[src/rtl/panda_lsu.sv]
// Load-store unit for the Panda RV32I core: one data-memory transaction at a
// time over a req/gnt/rvalid bus, with lane steering and load extension.
module panda_lsu (
    input  logic        clk_i,
    input  logic        rst_i,
    input  logic        lsu_req_i,
    input  logic        lsu_we_i,
    input  logic [1:0]  lsu_type_i,
    input  logic        lsu_sign_ext_i,
    input  logic [31:0] lsu_addr_i,
    input  logic [31:0] lsu_wdata_i,
    output logic        lsu_busy_o,
    output logic        lsu_done_o,
    output logic        lsu_err_o,
    output logic [31:0] lsu_rdata_o,
    output logic        data_req_o,
    input  logic        data_gnt_i,
    output logic [31:0] data_addr_o,
    output logic        data_we_o,
    output logic [3:0]  data_be_o,
    output logic [31:0] data_wdata_o,
    input  logic        data_rvalid_i,
    input  logic [31:0] data_rdata_i,
    input  logic        data_err_i
);

    typedef enum logic [1:0] {
        IDLE,
        WAIT_GNT,
        WAIT_RVALID
    } state_t;

    state_t      state_q, state_d;

    logic        we_q;
    logic [1:0]  type_q;
    logic        sign_q;
    logic [1:0]  offset_q;

    logic        done_q;
    logic        err_q;
    logic [31:0] rdata_q;
    logic [31:0] bus_addr_q;
    logic        bus_we_q;
    logic [3:0]  bus_be_q;
    logic [31:0] bus_wdata_q;

    logic        req_bad;
    logic [3:0]  be_d;
    logic [31:0] wdata_d;
    logic [31:0] shifted;
    logic [31:0] load_data;

    // Misalignment / illegal-size check on the incoming request.
    always_comb begin
        req_bad = 1'b0;
        case (lsu_type_i)
            2'b00:   req_bad = 1'b0;
            2'b01:   req_bad = lsu_addr_i[0];
            2'b10:   req_bad = |lsu_addr_i[1:0];
            default: req_bad = 1'b1;
        endcase
    end

    // Byte enables and store-data replication across the lanes.
    always_comb begin
        be_d    = 4'b1111;
        wdata_d = lsu_wdata_i;
        case (lsu_type_i)
            2'b00: begin
                be_d    = 4'b0001 << lsu_addr_i[1:0];
                wdata_d = {4{lsu_wdata_i[7:0]}};
            end
            2'b01: begin
                be_d    = 4'b0011 << lsu_addr_i[1:0];
                wdata_d = {2{lsu_wdata_i[15:0]}};
            end
            default: begin
                be_d    = 4'b1111;
                wdata_d = lsu_wdata_i;
            end
        endcase
    end

    // Load extraction: bring the addressed lane down to bit 0, then extend.
    always_comb begin
        shifted   = data_rdata_i >> {offset_q, 3'b000};
        load_data = shifted;
        case (type_q)
            2'b00:   load_data = {{24{sign_q & shifted[7]}}, shifted[7:0]};
            2'b01:   load_data = {{16{sign_q & shifted[15]}}, shifted[15:0]};
            default: load_data = shifted;
        endcase
    end

    always_comb begin
        state_d = state_q;
        case (state_q)
            IDLE:        if (lsu_req_i && !req_bad) state_d = WAIT_GNT;
            WAIT_GNT:    if (data_gnt_i)            state_d = WAIT_RVALID;
            WAIT_RVALID: if (data_rvalid_i)         state_d = IDLE;
            default:                                state_d = IDLE;
        endcase
    end

    always_ff @(posedge clk_i) begin
        if (rst_i) state_q <= IDLE;
        else       state_q <= state_d;
    end

    // Request capture and the registered done/err/rdata pulse.
    always_ff @(posedge clk_i) begin
        if (rst_i) begin
            we_q        <= 1'b0;
            type_q      <= 2'b00;
            sign_q      <= 1'b0;
            offset_q    <= 2'b00;
            done_q      <= 1'b0;
            err_q       <= 1'b0;
            rdata_q     <= 32'h0;
            bus_addr_q  <= 32'h0;
            bus_we_q    <= 1'b0;
            bus_be_q    <= 4'b0000;
            bus_wdata_q <= 32'h0;
        end else begin
            done_q  <= 1'b0;
            err_q   <= 1'b0;
            rdata_q <= 32'h0;
            if (state_q == IDLE && lsu_req_i) begin
                we_q     <= lsu_we_i;
                type_q   <= lsu_type_i;
                sign_q   <= lsu_sign_ext_i;
                offset_q <= lsu_addr_i[1:0];
                if (req_bad) begin
                    done_q <= 1'b1;
                    err_q  <= 1'b1;
                end else begin
                    bus_addr_q  <= {lsu_addr_i[31:2], 2'b00};
                    bus_we_q    <= lsu_we_i;
                    bus_be_q    <= be_d;
                    bus_wdata_q <= wdata_d;
                end
            end
            if (state_q == WAIT_RVALID && data_rvalid_i) begin
                done_q  <= 1'b1;
                err_q   <= data_err_i;
                rdata_q <= (we_q || data_err_i) ? 32'h0 : load_data;
            end
        end
    end

    assign lsu_busy_o   = (state_q != IDLE);
    assign lsu_done_o   = done_q;
    assign lsu_err_o    = err_q;
    assign lsu_rdata_o  = rdata_q;
    assign data_req_o   = (state_q == WAIT_GNT);
    assign data_addr_o  = bus_addr_q;
    assign data_we_o    = bus_we_q;
    assign data_be_o    = bus_be_q;
    assign data_wdata_o = bus_wdata_q;

endmodule

[config.mk]
export PLATFORM = sky130hd
export DESIGN_NAME = panda_lsu
export DESIGN_NICKNAME = d
export VERILOG_FILES = /design/src/rtl/panda_lsu.sv
export SDC_FILE = /design/constraint.sdc
export NUM_CORES = 1
export LEC_CHECK = 0
export BUFFER_PORTS_ARGS = -buffer_cell sky130_fd_sc_hd__buf_2
export CELL_PAD_IN_SITES_DETAIL_PLACEMENT = 1
export CELL_PAD_IN_SITES_GLOBAL_PLACEMENT = 1
export CORE_ASPECT_RATIO = 0.7
export CORE_MARGIN = 2
export CORE_UTILIZATION = 30
export CTS_CLUSTER_DIAMETER = 120
export DETAILED_ROUTE_END_ITERATION = 10
export GPL_TIMING_DRIVEN = 0
export PLACE_DENSITY_LB_ADDON = 0.05
export SLEW_MARGIN = 20
export SYNTH_ARGS = -nofsm -noshare
export SYNTH_HDL_FRONTEND = slang
export SYNTH_SLANG_ARGS = --single-unit
export TNS_END_PERCENT = 1
[constraint.sdc]
create_clock -name clk_i -period 4.5 [get_ports clk_i]
set_input_delay 0.45 -clock clk_i [delete_from_list [all_inputs] [get_ports clk_i]]
set_output_delay 0.45 -clock clk_i [all_outputs]
set_load 0.01 [all_outputs]
Yosys cells after proc, flatten, opt, wreduce, memory -nomap -nowiden

Cells that the tools add are included.

Div/mod/pow operators: 0
Shifts and indexed selects: 3
Multiply operators: 0
Reduce and logical (&&, ||, !) cells: 13
Eq/ne operators: 8
Add/subtract/negate cells: 0
Order comparisons: 0
Bitwise operators: 4
Multiplexer cells: 12

Operators by type and width:

| kind                                                                     | count |
|---|---|
| 32-bit one-hot mux with 2 select lines                                   | 2 |
| 32-bit by 5-bit >> shifter with 32-bit output                            | 1 |
| 4-bit one-hot mux with 2 select lines                                    | 1 |
| 2-bit by 1-bit equality test with 1-bit output (second input constant)   | 3 |
| 2-bit zero test                                                          | 3 |
| 2-bit 2-to-1 mux                                                         | 3 |
| 2-bit one-hot mux with 3 select lines                                    | 1 |
| 2-bit equality test (second input constant)                              | 2 |
| 1-bit 2-to-1 mux                                                         | 4 |
| 2-bit inequality test (second input constant)                            | 2 |
| 1-bit by 2-bit left shift with 4-bit output (first input constant)       | 1 |
| 2-bit by 2-bit left shift with 4-bit output (first input constant)       | 1 |
| 1-bit logical AND                                                        | 3 |
| 1-bit one-hot mux with 3 select lines                                    | 1 |
| 3-bit AND reduction                                                      | 1 |
| 3-bit OR reduction                                                       | 1 |
| 1-bit bitwise AND                                                        | 2 |
| 2-bit by 1-bit inequality test with 1-bit output (second input constant) | 1 |
| 1-bit NOT                                                                | 2 |
| 2-bit AND reduction                                                      | 1 |
| 2-bit nonzero test                                                       | 1 |
| 2-bit OR reduction                                                       | 1 |
| 1-bit zero test                                                          | 1 |
| 1-bit logical OR                                                         | 1 |

Memory bits (writable): 0
Latch bits: 0
Memories: 0
Bits of input ports: 106
Logic and storage cells: 52
Output and inout port bits: 105
Bits in read-only memories: 0
Register bits: 109

Longest topological paths before layout

Depth in word-level cells: 6
Depth in mapped cells: 7
Gate-level depth less buffers: 4

Worst setup path after synthesis

No wires, ideal clock.

Path kind: input to register
Start: input port lsu_addr_i[0]
End: register bus_wdata_q[19] (netlist: data_wdata_o[19])
Library setup time: 80 ps
Path slack: 2841 ps
Buffers on the path: 3
Required time: 4420 ps
Arrival: 1579 ps
Stages on the path: 7
Cell sequence: buf_6 or3_1 a21boi_2 buf_6 buf_6 nor2_1 a211oi_2

Word-level cells in the longest chain between the ends: 4

RTL lines:

| item                                      | RTL line | text |
|---|---|---|
| start: declaration                        | 10       | `input logic [31:0] lsu_addr_i,` |
| 2-bit OR reduction                        | 60       | `2'b10: req_bad = \|lsu_addr_i[1:0];` |
| 1-bit one-hot mux with 3 select lines (*) | 57       | `case (lsu_type_i)` |
| 1-bit NOT (no source line) (*)            | -        |  |
| 2-bit AND reduction (no source line) (*)  | -        |  |
| end signal: assignment                    | 141      | `bus_wdata_q <= wdata_d;` |
| end: declaration                          | 46       | `logic [31:0] bus_wdata_q;` |

Mark *: on every way between the ends. The rest lies on a longest branch, timed or not.
A chain may end at the register's enable or synchronous reset.

Final worst setup path

Start: register offset_q[1]
End: register rdata_q[2] (netlist: lsu_rdata_o[2])

Word-level cells in the longest chain between the ends: 2

RTL lines:

| item                                          | RTL line | text |
|---|---|---|
| start: declaration                            | 38       | `logic [1:0] offset_q;` |
| start signal: assignment                      | 133      | `offset_q <= lsu_addr_i[1:0];` |
| 32-bit by 5-bit >> shifter with 32-bit output | 87       | `shifted = data_rdata_i >> {offset_q, 3'b000};` |
| 32-bit one-hot mux with 2 select lines        | 89       | `case (type_q)` |
| end signal: assignment                        | 147      | `rdata_q <= (we_q \|\| data_err_i) ? 32'h0 : load_data;` |
| end: declaration                              | 42       | `logic [31:0] rdata_q;` |

No other way between the ends.

==> key figures <==
Outcome
  – Status: finished, final reports clean

Clock network
  – Cts repair resizes: 0
  – CTS tree: yes
  – Clock slew at reported path FFs: 70 ps
  – Clk root buf: clkbuf_16
  – Worst-Skew Late Latency: 340 ps
  – Setup bufs post-CTS: 0
  – Hold_buf cts: 0
  – Max Root-Sink Buffers: 2
  – Clock Sinks: 109
  – CTS buffer count: 9
  – CTS H-tree lvls: 3

Detailed routing
  – WL per Instance: 17.6 um
  – Total number of vias: 4,547
  – DR vias/cell: 4.78
  – Final antenna-violating net count: 0
  – DR iter-0 viols: 151
  – First-pass DRT Iterations: 4
  – DRC violation count after routing: 0
  – Routed WL: 16.7 mm

Global routing
  – Global Route Usage Sum: 0.203
  – Grt ovf: 0
  – First-pass GRT wire length: 25.0 mm
  – Initial antenna violation count: 0
  – Largest net degree at the start of global routing: 18
  – Vias in the first global route: 4,607

Setup path
  – Worst Path Max Fanout: 10
  – Critical path arrival: 2130 ps
  – Setup CP Type: flop to flop
  – Crit path launch type: flop
  – R2R cell count: 4
  – Worst r2r dst: lsu_rdata_o[2]
  – Critical path capture point type: flop
  – R2r setup slk: 2550 ps
  – CP required: 4680 ps
  – R2R Path Start: offset_q[1]

Synth
  – Synth unique cells: 36
  – EDFF count, synth: 0
  – Synth Register Bits: 109
  – Seq/Total Area, Yosys: 0.482
  – Commonest register cell after synthesis: dfxtp_1
  – Mapped cell area: 4530 um^2
  – YS warnings: 0
  – Synthesized instance count: 535
  – Share of flip-flops with an asynchronous set or reset: 0
  – Syn_area_per_cell: 8.46 um^2

Placement
  – Post-DP Area: 5800 um^2
  – Dpl hpwl: 13.1 mm
  – Port bufs: 206
  – Placer Congestion: 0.829

STA
  – Max_slew headroom: 0.364
  – Period utilization: 0.433
  – Setup Skew: 7.65 ps
  – Total negative slack: 0 ps
  – Least-Margin Pin Slew: 946 ps
  – Final Hold Viols: 0
  – RSZ-0062 raised after global routing: false
  – FMAX: 513 MHz
  – Tmin final: 1950 ps
  – Slew Viols, Final: 0
  – Finish-stage setup viols: 0

Final layout
  – Sequential cell area: 2180 um^2
  – Multi-input logic area: 2090 um^2
  – Area Overhead vs Synth: 34.2%
  – Nets: 859
  – Filler cells: 1,849
  – Commonest non-fill, non-tap cell in the layout: buf_2
  – Antenna fix cells: 0
  – Layout cells sized above 1: 0.339
  – Fin area: 6070 um^2
  – Most frequent cells in the layout: buf_2 (217), nand2_1 (129), dfxtp_1 (109)

Floorplan
  – # rows: 37
  – Top-level I/O count: 211
  – Die W: 151 um
  – Full die area: 16,100 um^2
  – Die height: 107 um
  – Starting Density: 0.307
  – Core area: 14,700 um^2

Min path
  – Hold depth: 3
  – Hold WC Path Type: input pin to flop
  – HP Start: data_rdata_i[30]
  – Worst Hold End: lsu_rdata_o[30]

Power
  – Pwr Density: 349 nW/um^2
  – Max IR drop VDD: 0.155 mV
  – Leakage: 2.79 nW
  – Pwr Total: 2.12 mW

Flow run
  – Maximum capacitance violations: 0
cell usage after synthesis (all sizes together) (2+ instances only):
master,n,area [um^2]
nor2b,9,56.3
nand2,129,484
nor2,42,158
nor3,4,20.0
nor3b,2,15.0
o21ai,35,175
clkbuf,16,60.1
nand2b,2,12.5
inv,3,11.3
and2,7,43.8
dfxtp,109,2180
a211oi,25,218
or3,4,25.0
a311oi,9,78.8
or2,2,12.5
buf,28,190
o2111ai,2,23.8
mux2i,37,370
a21oi,59,295
mux2,2,22.5
per-stage QoR:
stage	hold WS, ps	util	setup WS [ps]	instances
after floorplan	453	-	2840	536
after global placement	440	0.394	2390	937
after detailed placement	445	0.394	2350	937
after CTS	323	0.412	2550	952
after global routing	335	0.412	2400	952
final	336	0.412	2550	952
power by group:
group	internal (mW)	switching, mW
clock	0.374	0.364
combinational	0.142	0.210
sequential	1.01	0.0221
flip-flops by register name, summed over array words and instances (netlist names):
signal	count
data_be_o	4
type_q	2
lsu_rdata_o	32
offset_q	2
lsu_done_o	1
we_q	1
data_we_o	1
data_wdata_o	32
data_addr_o	30
sign_q	1
lsu_err_o	1
state_q	2
area by class of cell:
type | instances | share of cell area
Timing Repair Buffer | 206 | 0.170
Inverter | 3 | 0.00185
Clock inverter | 5 | 0.00639
Sequential cell | 109 | 0.359
Multi-Input combinational cell | 380 | 0.343
Clock buffer | 10 | 0.0377
Buffer | 44 | 0.0412
Tap cell | 195 | 0.0402
per-layer routing:
layer / track usage / wire length, um
met1: 0.289 / 8290
met2: 0.307 / 7050
met3: 0.0519 / 1250
met4: 0.0474 / 119
met5: 0 / 0
logic make-up (layout without fill, tap and decap cells):
kind of cell	Yosys count	after routing	share of synthesized area
AO/OA/AOI/OAI	135	135	0.184
buffers and inverters	47	268	0.0578
flip-flops	109	109	0.482
multiplexers	39	39	0.0868
other	1	2	0.000829
AND/OR/NAND/NOR	204	204	0.188
worst max path at each step:
stage	startpoint	to	slack [ps]	depth (start not counted)
2_1_floorplan	lsu_addr_i[0]	data_wdata_o[19]	2840	7
3_3_place_gp	lsu_type_i[1]	data_wdata_o[29]	2390	7
3_5_place_dp	lsu_type_i[1]	data_wdata_o[29]	2350	7
4_1_cts	offset_q[1]	lsu_rdata_o[2]	2550	4
5_1_grt	offset_q[1]	lsu_rdata_o[2]	2400	4
6_report	offset_q[1]	lsu_rdata_o[2]	2550	4
critical path, cell delays in order, from the launching register on:
cell	delay, ps
dfxtp_1	360
clkbuf_1	380
clkbuf_1	480
a211oi_1	90
a211oi_1	470
No activity file was read; power rests on OpenSTA's default activity.
